File: config.mk
export PLATFORM = sky130hd
export DESIGN_NAME = pmod1553_phy
export DESIGN_NICKNAME = d
export VERILOG_FILES = /design/src/rtl/pmod1553_phy.sv
export SDC_FILE = /design/constraint.sdc
export NUM_CORES = 1
export LEC_CHECK = 0
export ABC_AREA = 1
export BUFFER_PORTS_ARGS = -buffer_cell sky130_fd_sc_hd__buf_2
export CAP_MARGIN = 20
export CORE_ASPECT_RATIO = 1.25
export CORE_MARGIN = 5
export CORE_UTILIZATION = 62
export DETAILED_ROUTE_END_ITERATION = 7
export HOLD_SLACK_MARGIN = 0.06
export PLACE_DENSITY = 0.91
export SLEW_MARGIN = 20
export SYNTH_ARGS = -nofsm -noshare
export SYNTH_HDL_FRONTEND = slang
export SYNTH_SLANG_ARGS = --single-unit
File: constraint.sdc
create_clock -name clk -period 2.3 [get_ports clk]
set_input_delay 0.23 -clock clk [delete_from_list [all_inputs] [get_ports clk]]
set_output_delay 0.23 -clock clk [all_outputs]
set_load 0.05 [all_outputs]
File: src/rtl/pmod1553_phy.sv
// pmod1553_phy: per-channel RX synchronise/deglitch/activity detect and TX driver sequencing for PMOD 1553 transceivers.
// Build option PMOD1553_LOOPBACK_EN: internal TX->RX loopback selected by the loopback input, bus never driven.
module pmod1553_phy #(
   parameter int CHANNELS      = 1,
   parameter int FILTER_LEN    = 3,
   parameter int IDLE_CYCLES   = 48,
   parameter int GUARD_CYCLES  = 6,
   parameter int MAX_TX_CYCLES = 9600
) (
   input  logic                  clk,
   input  logic                  reset,
   input  logic [CHANNELS-1:0]   rx_p_pin,
   input  logic [CHANNELS-1:0]   rx_n_pin,
   output logic [CHANNELS-1:0]   tx_p_pin,
   output logic [CHANNELS-1:0]   tx_n_pin,
   output logic [CHANNELS-1:0]   tx_en_pin,
   output logic [2*CHANNELS-1:0] rx_diff,
   output logic [CHANNELS-1:0]   rx_active,
   input  logic [2*CHANNELS-1:0] tx_diff,
   input  logic [CHANNELS-1:0]   tx_req,
   output logic [CHANNELS-1:0]   tx_ready,
   output logic [CHANNELS-1:0]   tx_fault,
   input  logic                  loopback,
   output logic [3*CHANNELS-1:0] dbg_tx_state
);

   localparam int FCW  = (FILTER_LEN > 1) ? $clog2(FILTER_LEN) : 1;
   localparam int ACW  = $clog2(IDLE_CYCLES + 1);
   localparam int TMAX = (MAX_TX_CYCLES > GUARD_CYCLES) ? MAX_TX_CYCLES : GUARD_CYCLES;
   localparam int TCW  = $clog2(TMAX + 1);

   typedef enum logic [2:0] {
      ST_IDLE   = 3'd0,
      ST_ENABLE = 3'd1,
      ST_ACTIVE = 3'd2,
      ST_DRAIN  = 3'd3,
      ST_FAULT  = 3'd4
   } tx_state_t;

`ifndef PMOD1553_LOOPBACK_EN
   logic unused_loopback;
   assign unused_loopback = loopback;
`endif

   for (genvar c = 0; c < CHANNELS; c++) begin : g_ch
      logic [1:0]          rx_raw, sync1, sync2, filt, upd;
      logic [1:0][FCW-1:0] fcnt;
      logic [ACW-1:0]      act_cnt;
      logic                act_q, busy;
      tx_state_t           state, state_nx;
      logic [TCW-1:0]      cnt, cnt_nx;
      logic [1:0]          drv_q, drv_nx;
      logic                en_nx;

`ifdef PMOD1553_LOOPBACK_EN
      assign rx_raw = loopback ? drv_q : {rx_p_pin[c], rx_n_pin[c]};
      assign busy   = act_q & ~loopback;
`else
      assign rx_raw = {rx_p_pin[c], rx_n_pin[c]};
      assign busy   = act_q;
`endif

      // A leg updates on the FILTER_LEN-th consecutive synchronised sample that differs from its output.
      always_comb begin
         for (int l = 0; l < 2; l++)
            upd[l] = (sync2[l] != filt[l]) && (fcnt[l] == FCW'(FILTER_LEN - 1));
      end

      always_ff @(posedge clk or posedge reset) begin
         if (reset) begin
            sync1   <= '0;
            sync2   <= '0;
            filt    <= '0;
            fcnt    <= '0;
            act_cnt <= '0;
            act_q   <= 1'b0;
         end else begin
            sync1 <= rx_raw;
            sync2 <= sync1;
            for (int l = 0; l < 2; l++) begin
               if (sync2[l] == filt[l]) begin
                  fcnt[l] <= '0;
               end else if (upd[l]) begin
                  filt[l] <= sync2[l];
                  fcnt[l] <= '0;
               end else begin
                  fcnt[l] <= fcnt[l] + 1'b1;
               end
            end
            if (|upd)
               act_cnt <= ACW'(IDLE_CYCLES);
            else if (act_cnt != '0)
               act_cnt <= act_cnt - 1'b1;
            // Registered one cycle behind the reload; drops exactly IDLE_CYCLES after the last change.
            act_q <= (act_cnt > ACW'(1));
         end
      end

      // tx_ready=1 means the tx_diff present at this edge reaches the pins on the next edge; no back-pressure.
      always_comb begin
         state_nx = state;
         cnt_nx   = cnt + 1'b1;
         unique case (state)
            ST_IDLE: begin
               cnt_nx = '0;
               if (tx_req[c] && !busy) state_nx = ST_ENABLE;
            end
            ST_ENABLE: begin
               if (cnt == TCW'(GUARD_CYCLES - 1)) begin
                  state_nx = ST_ACTIVE;
                  cnt_nx   = '0;
               end
            end
            ST_ACTIVE: begin
               if (!tx_req[c]) begin
                  state_nx = ST_DRAIN;
                  cnt_nx   = '0;
               end else if (cnt == TCW'(MAX_TX_CYCLES - 1)) begin
                  state_nx = ST_FAULT;
                  cnt_nx   = '0;
               end
            end
            ST_DRAIN: begin
               if (cnt == TCW'(GUARD_CYCLES - 1)) begin
                  state_nx = ST_IDLE;
                  cnt_nx   = '0;
               end
            end
            ST_FAULT: begin
               cnt_nx = '0;
               if (!tx_req[c]) state_nx = ST_IDLE;
            end
            default: begin
               state_nx = ST_IDLE;
               cnt_nx   = '0;
            end
         endcase
         en_nx  = (state_nx == ST_ENABLE) || (state_nx == ST_ACTIVE) || (state_nx == ST_DRAIN);
         drv_nx = 2'b00;
         if (state_nx == ST_ACTIVE && tx_diff[2*c +: 2] != 2'b11)
            drv_nx = tx_diff[2*c +: 2];
      end

      always_ff @(posedge clk or posedge reset) begin
         if (reset) begin
            state        <= ST_IDLE;
            cnt          <= '0;
            drv_q        <= 2'b00;
            tx_ready[c]  <= 1'b0;
            tx_fault[c]  <= 1'b0;
         end else begin
            state        <= state_nx;
            cnt          <= cnt_nx;
            drv_q        <= drv_nx;
            tx_ready[c]  <= (state_nx == ST_ACTIVE);
            tx_fault[c]  <= (state_nx == ST_FAULT);
         end
      end

`ifdef PMOD1553_LOOPBACK_EN
      // Separate pin registers so loopback can keep the bus quiet while drv_q still feeds RX.
      logic [1:0] pin_q;
      logic       pin_en_q;
      always_ff @(posedge clk or posedge reset) begin
         if (reset) begin
            pin_q    <= 2'b00;
            pin_en_q <= 1'b0;
         end else begin
            pin_q    <= loopback ? 2'b00 : drv_nx;
            pin_en_q <= en_nx & ~loopback;
         end
      end
      assign tx_p_pin[c]  = pin_q[1];
      assign tx_n_pin[c]  = pin_q[0];
      assign tx_en_pin[c] = pin_en_q;
`else
      logic en_q;
      always_ff @(posedge clk or posedge reset) begin
         if (reset) en_q <= 1'b0;
         else       en_q <= en_nx;
      end
      assign tx_p_pin[c]  = drv_q[1];
      assign tx_n_pin[c]  = drv_q[0];
      assign tx_en_pin[c] = en_q;
`endif

      assign rx_diff[2*c +: 2]      = filt;
      assign rx_active[c]           = act_q;
      assign dbg_tx_state[3*c +: 3] = state;
   end

endmodule

==> run_results.csv, run 1 <==
group,metric,value,unit
timing,hold_slack,0.0884,ns
clock_network,h-tree-depth,2,
global_route,grt_max_degree,40,
floorplanning,core_area,2950,um2
yosys,synth_area,1880,um2
cells_and_area,nNetsFinal,264,
worst_setup_path,critPathKind,"flip-flop to flip-flop",
worst_setup_path,path_max_fanout,8,
clock_network,root_buffer,"clkbuf_4",
clock_network,cts.repair.resized,0,
global_route,antenna_found_initial,0,
job,max_cap_violations,0,
yosys,ys_seq_elements,39,
yosys,yosys_warnings,0,
route,detail-route-antenna-nets,0,
floorplanning,top_level_ports,19,
timing,final-hold-violation-count,0,
timing,setup_violations,0,
cells_and_area,fillers,213,
power_and_ir_drop,ir_drop,0.918,mV
yosys,postSynthCellCount,224,
worst_setup_path,cp.required,2.57,ns
timing,grt_setup_unrepaired,"false",
yosys,ys_top_cells_by_area,"dfrtp_1 52%, nor2_1 8.6%, nand2_1 8.2%, inv_1 6.4%, a21oi_1 2.7%",
timing,finalSetupTns,0,ns
cells_and_area,layout_common_cells,"43 x nor2_1, 41 x nand2_1, 39 x dfrtp_1",
cells_and_area,antennaDiodeCount,0,
global_route,grt_usage,20.4,%
cells_and_area,final_common_cell,"nor2_1",
timing,maxSlewViolCount,0,
yosys,avgSynthCellArea,8.41,um2
run_status,status,"finished clean",
cells_and_area,seq_area,976,um2
yosys,synth-main-ff-cell,"dfrtp_1",
route,drc,0,
clock_network,clkSinkCount,39,
worst_setup_path,cp-end-kind,"flip-flop",
yosys,synth_top_cell_area_share,51.8,%
timing,fin_crit,1.64,ns
yosys,synth_edf_count,0,
route,drt_iter0_markers,61,
cells_and_area,multi_input_area,773,um2
yosys,syn_nets,236,
cells_and_area,design_area,2160,um2
floorplanning,dieArea,4250,um2
worst_setup_path,cp.arrival,1.91,ns
yosys,seq_area_frac_synth,51.8,%
worst_setup_path,start_kind,"flip-flop",
floorplanning,initial_utilization,64.0,%
power_and_ir_drop,p_total,1.90,mW
route,num_vias,1556,
clock_network,cts_tree,"yes",
cells_and_area,syn_to_final_growth,14.5,%
timing,fmax,609,MHz
power_and_ir_drop,p_per_area,879,nW/um2
route,via_per_inst,5.38,
floorplanning,die_w,59.3,um
yosys,synth_top_area_cell,"dfrtp_1",
timing,worstMarginPinSlew,0.470,ns
floorplanning,rows,22,
placed_design,io_buffers,17,
placed_design,hpwlAfterDp,2620,um
yosys,yosysUniqueCellTypes,26,
global_route,grt_pass1_vias,1583,
clock_network,cts.path.max_buffers,2,
yosys,async_flop_share,100,%
route,totalWireLength,3740,um
floorplanning,die_h,71.6,um
placed_design,place_area,2020,um2
route,wl_per_cell,12.9,um
timing,relSlewSlack,68.7,%
clock_network,clk_latency,0.35,ns
placed_design,globalplace.congestion,0.834,
global_route,grt_first_pass_wirelength,6550,um
global_route,grt_remaining_overflow,0,
clock_network,clkTransAtPathRegs,0.12,ns
power_and_ir_drop,p_leak,1.07,nW
min_path,min-delay-path-class,"input port to flip-flop",
timing,period_share,71.4,%
route,dr.pass1.iters,6,
clock_network,cts_buffers,5,
timing,fin_skew,0.00809,ns
cells_and_area,drive_above_1_share,17.8,%
-- logic make-up after synthesis --
group,after synthesis,synth area share (%)
flops,39,51.8
mux,2,1.20
buf+inv,36,7.17
fa+ha+maj,4,2.66
xor+xnor,5,2.32
compound gates,24,7.37
simple gates,114,27.5
-- cell usage after synthesis, types with 2 or more instances --
library cell,count
nand4_1,2
inv_1,32
nand3_1,10
nor2_4,2
nor3_1,6
xor2_1,4
o21ai_0,8
mux2_2,2
a31oi_1,2
inv_2,4
dfrtp_1,39
a21oi_1,10
ha_1,4
nor2_1,43
nand3_2,4
nand2_2,2
nand2_1,41
-- worst max-delay path: stages (launching register included) --
cell	delay, ns
dfrtp_1	0.43
ha_1	0.24
nand3_1	0.15
nor2_1	0.07
nand2_1	0.14
nand3_1	0.11
nand2_2	0.16
inv_2	0.11
nor3_1	0.15
-- stage by stage --
step	utilization (%)	setup slack (ns)	std cells
global route	73.2	0.525	289
detailed placement	68.6	0.728	278
floorplan	-	0.838	224
finish	73.2	0.658	289
CTS	73.2	0.652	289
global placement	68.6	0.766	278
-- cell type report --
cell class / instances / area share [%]
Timing Repair Buffer: 21 / 5.68
Clock buffer: 5 / 1.74
Clock inverter: 3 / 3.13
Tap cell: 36 / 2.09
Inverter: 36 / 6.26
Sequential cell: 39 / 45.2
Multi-Input combinational cell: 149 / 35.8
-- flip-flops by register name, indices dropped and copies added, names as in the netlist --
name	cells
g_ch.cnt	14
g_ch.act_cnt	6
g_ch.fcnt	4
dbg_tx_state	3
g_ch.drv_q	2
g_ch.sync1	2
g_ch.sync2	2
rx_diff	2
rx_active	1
tx_en_pin	1
tx_fault	1
tx_ready	1
-- final timing paths --
| kind | end | from | slack (ns) | cells past startpoint |
|---|---|---|---|---|
| worst max-delay path | g_ch[0].cnt[8] | g_ch[0].cnt[0] | 0.66 | 8 |
| worst min-delay path | g_ch[0].drv_q[0] | tx_diff[0] | 0.09 | 3 |
| worst max register to register | g_ch[0].cnt[8] | g_ch[0].cnt[0] | 0.66 | 8 |
| worst min register to register | g_ch[0].sync2[0] | g_ch[0].sync1[0] | 0.37 | 0 |
| max in group asynchronous | dbg_tx_state[1] | reset | 1.44 | 4 |
| min in group asynchronous | g_ch[0].fcnt[2] | reset | 0.52 | 4 |
-- where the power goes --
part	switching, mW	total (mW)	internal (mW)
sequential	0.0833	0.879	0.796
clock	0.231	0.569	0.338
combinational	0.279	0.448	0.170
total	0.593	1.90	1.30
-- repair_timing --
item                       4_1_cts  5_1_grt
hold buffers                     3        0
hold endpoints to repair        41        0
setup buffers                    0        0
setup endpoints to repair        0        0
-- layer usage --
metal / global-route usage [%] / share of wire (%)
met1: 20.6 / 38
met5: 0 / 0
met3: 6.85 / 5.6
met4: 12.8 / 3.5
met2: 34.9 / 53
No activity file was read; power rests on OpenSTA's default activity.
==> run 2, diff against run 1 <==
--- a/config.mk
+++ b/config.mk
@@ -5,15 +5,15 @@
 export SDC_FILE = /design/constraint.sdc
 export NUM_CORES = 1
 export LEC_CHECK = 0
-export ABC_AREA = 1
+export ABC_AREA = 0
 export BUFFER_PORTS_ARGS = -buffer_cell sky130_fd_sc_hd__buf_2
 export CAP_MARGIN = 20
 export CORE_ASPECT_RATIO = 1.25
 export CORE_MARGIN = 5
-export CORE_UTILIZATION = 62
+export CORE_UTILIZATION = 57
 export DETAILED_ROUTE_END_ITERATION = 7
 export HOLD_SLACK_MARGIN = 0.06
-export PLACE_DENSITY = 0.91
+export PLACE_DENSITY = 0.86
 export SLEW_MARGIN = 20
 export SYNTH_ARGS = -nofsm -noshare
 export SYNTH_HDL_FRONTEND = slang
==> constraint.sdc (replaced) <==
create_clock -name clk -period 1.65 [get_ports clk]
set_input_delay 0.165 -clock clk [delete_from_list [all_inputs] [get_ports clk]]
set_output_delay 0.165 -clock clk [all_outputs]
set_load 0.05 [all_outputs]
==> run_results.csv, run 2 <==
group,metric,value,unit
yosys,synth_top_cell_area_share,53.7,%
timing,fin_crit,2.01,ns
worst_setup_path,critPathKind,"flip-flop to flip-flop",
route,totalWireLength,4290,um
run_status,failed_checks,"setup timing",
worst_setup_path,rrSetupSlack,-0.36,ns
timing,period_share,122,%
power_and_ir_drop,p_total,3.85,mW
worst_setup_path,path_max_fanout,5,
yosys,syn_nets,177,
global_route,grt_first_pass_wirelength,6770,um
floorplanning,rows,23,
yosys,yosys-top-cells-count,"39 x dfrtp_1, 23 x nor2_1, 14 x xnor2_1, 9 x inv_1, 9 x nor3_1",
placed_design,io_buffers,17,
clock_network,cts_tree,"yes",
yosys,synth_most_common_cell,"dfrtp_1",
min_path,min-delay-path-class,"input port to flip-flop",
timing,worstMarginPinSlew,0.531,ns
cells_and_area,nNetsFinal,230,
power_and_ir_drop,p_per_area,1630,nW/um2
yosys,ys_seq_elements,39,
route,via_per_inst,5.83,
global_route,grt_usage,21.0,%
yosys,avgSynthCellArea,11.0,um2
yosys,seq_area_frac_synth,53.7,%
timing,maxSlewViolCount,0,
placed_design,hpwlAfterDp,2800,um
global_route,grt_remaining_overflow,0,
yosys,postSynthCellCount,165,
cells_and_area,drive_above_1_share,35.8,%
yosys,yosysUniqueCellTypes,35,
power_and_ir_drop,ir_drop,1.46,mV
run_status,status,"complete, but fails checks",
power_and_ir_drop,swShare,38.6,%
placed_design,placed_cells,243,
worst_setup_path,cp.required,1.81,ns
timing,fmax,497,MHz
floorplanning,core_area,3140,um2
cells_and_area,largestRegisters,"g_ch.cnt x14, g_ch.act_cnt x6, g_ch.fcnt x4",
timing,relSlewSlack,64.6,%
yosys,yosys_warnings,0,
global_route,grt_pass1_vias,1547,
yosys,synth_edf_count,0,
yosys,ys_top_cells_by_area,"dfrtp_1 54%, xnor2_1 6.7%, nor2_1 4.7%, ha_1 2.8%, nor3_1 2.5%",
power_and_ir_drop,combPwrFrac,43.2,%
global_route,antenna_found_initial,0,
floorplanning,dieArea,4430,um2
timing,setup_violations,22,
clock_network,cts.path.max_buffers,2,
floorplanning,top_level_ports,19,
route,detail-route-antenna-nets,0,
worst_setup_path,cp-end-kind,"flip-flop",
clock_network,h-tree-depth,2,
cells_and_area,final_common_cell,"dfrtp_1",
power_and_ir_drop,p_sw,1.48,mW
power_and_ir_drop,clockPowerShare,20.1,%
cells_and_area,antennaDiodeCount,0,
timing,worst_slack,-0.360,ns
clock_network,clkSinkCount,39,
cells_and_area,syn_to_final_growth,29.5,%
timing,fin_skew,0.00290,ns
cells_and_area,layout.cells.non_filler,255,
clock_network,root_buffer,"clkbuf_8",
cells_and_area,regMostFlops,"g_ch.cnt",
job,max_cap_violations,0,
route,num_vias,1486,
worst_setup_path,cp.arrival,2.17,ns
route,wl_per_cell,16.8,um
timing,finalSetupTns,-6.13,ns
route,dr.pass1.iters,4,
floorplanning,die_w,60.5,um
cells_and_area,layout_common_cells,"38 x dfrtp_1, 25 x buf_4, 17 x buf_2",
timing,grt_setup_unrepaired,"true",
clock_network,clkTransAtPathRegs,0.07,ns
yosys,synth-main-ff-cell,"dfrtp_1",
placed_design,globalplace.congestion,0.895,
worst_setup_path,start_kind,"flip-flop",
floorplanning,initial_utilization,58.0,%
floorplanning,die_h,73.1,um
power_and_ir_drop,p_leak,1.04,nW
yosys,synth_area,1820,um2
clock_network,cts_buffers,5,
power_and_ir_drop,intPower,2.37,mW
global_route,grt_max_degree,24,
yosys,async_flop_share,100,%
timing,hold_slack,0.156,ns
route,drt_iter0_markers,124,
clock_network,clk_latency,0.29,ns
timing,final-hold-violation-count,0,
cells_and_area,largest_reg_flops,14,
yosys,synth_top_area_cell,"dfrtp_1",
power_and_ir_drop,pwr-share-seq,36.6,%
route,drc,0,
run 2: changes by cell type after synthesis, moves of 4 or more:
cell,before,now
nand2_1,41,6
inv_1,32,9
nor2_1,43,23
xnor2_1,1,14
a21oi_1,10,1
nor3b_1,0,5
a211oi_1,0,4
inv_2,4,0
nand3_1,10,6
nand3_2,4,0
nor4_1,0,4
o21ai_0,8,4
run 2: power groups by stage:
| stage | registers, mW | clock network [mW] | logic, mW |
|---|---|---|---|
| 2_1_floorplan | 1.65 | 0 | 0.785 |
| 3_3_place_gp | 1.39 | 0 | 1.41 |
| 3_5_place_dp | 1.41 | 0 | 1.49 |
| 4_1_cts | 1.40 | 0.787 | 1.57 |
| 5_1_grt | 1.44 | 0.838 | 1.80 |
| 6_report | 1.41 | 0.776 | 1.66 |
run 2: area by class of cell:
class | count | area, um2
inverter | 9 | 33.8
fill | 190 | 782
clock inverter | 2 | 37.5
multi-input combinational | 116 | 866
clock buffer | 5 | 68.8
sequential | 39 | 977
tap | 37 | 46.3
timing repair buffer | 47 | 325
run 2: layer usage:
metal,vias up,share of wire (%),global-route usage [%]
met5,-,0,0
met2,62,54,36.5
met3,21,6.1,6.90
li1,678,-,-
met1,725,36,21.9
met4,0,3.8,10.8
run 2: logic make-up (layout without fill, tap and decap cells):
logic type	after synthesis	in the layout	synth area share [%]
adder cells (fa/ha/maj)	4	4	2.75
multiplexers	3	3	1.79
flip-flops	39	39	53.7
AND/OR/NAND/NOR	75	75	23.3
XOR/XNOR	16	16	7.71
AO/OA/AOI/OAI	18	18	8.33
buffers and inverters	10	63	2.48
run 2: timing repair:
item                                    CTS  global route
endpoints found under the setup margin   22            23
setup buffers                             1             1
pin swaps                                 3             2
endpoints found under the hold margin    41             0
hold buffers                              3             0
gates resized for setup                  11             7
run 2: critical path, cell delays in order, from the launching register on:
cell and delay, ns:
dfrtp_1 0.38, or4_4 0.57, or4_4 0.49, o21ai_2 0.30, nand3b_1 0.14
run 2: final timing paths:
kind,from,endpoint,depth (start not counted)
min reg2reg,g_ch[0].sync1[0],g_ch[0].sync2[0],0
max,g_ch[0].cnt[7],tx_en_pin,4
max in group asynchronous,reset,dbg_tx_state[0],4
min,tx_diff[1],g_ch[0].drv_q[0],4
min in group asynchronous,reset,g_ch[0].fcnt[2],4
max reg2reg,g_ch[0].cnt[7],tx_en_pin,4
run 2: metrics by stage:
stage	setup slack [ns]	utilization, %	area, um2
finish	-0.360	75.1	2350
global route	-0.420	75.1	2350
CTS	-0.292	74.0	2320
detailed placement	-0.299	68.1	2140
global placement	-0.251	68.1	2140
floorplan	-0.239	-	1830
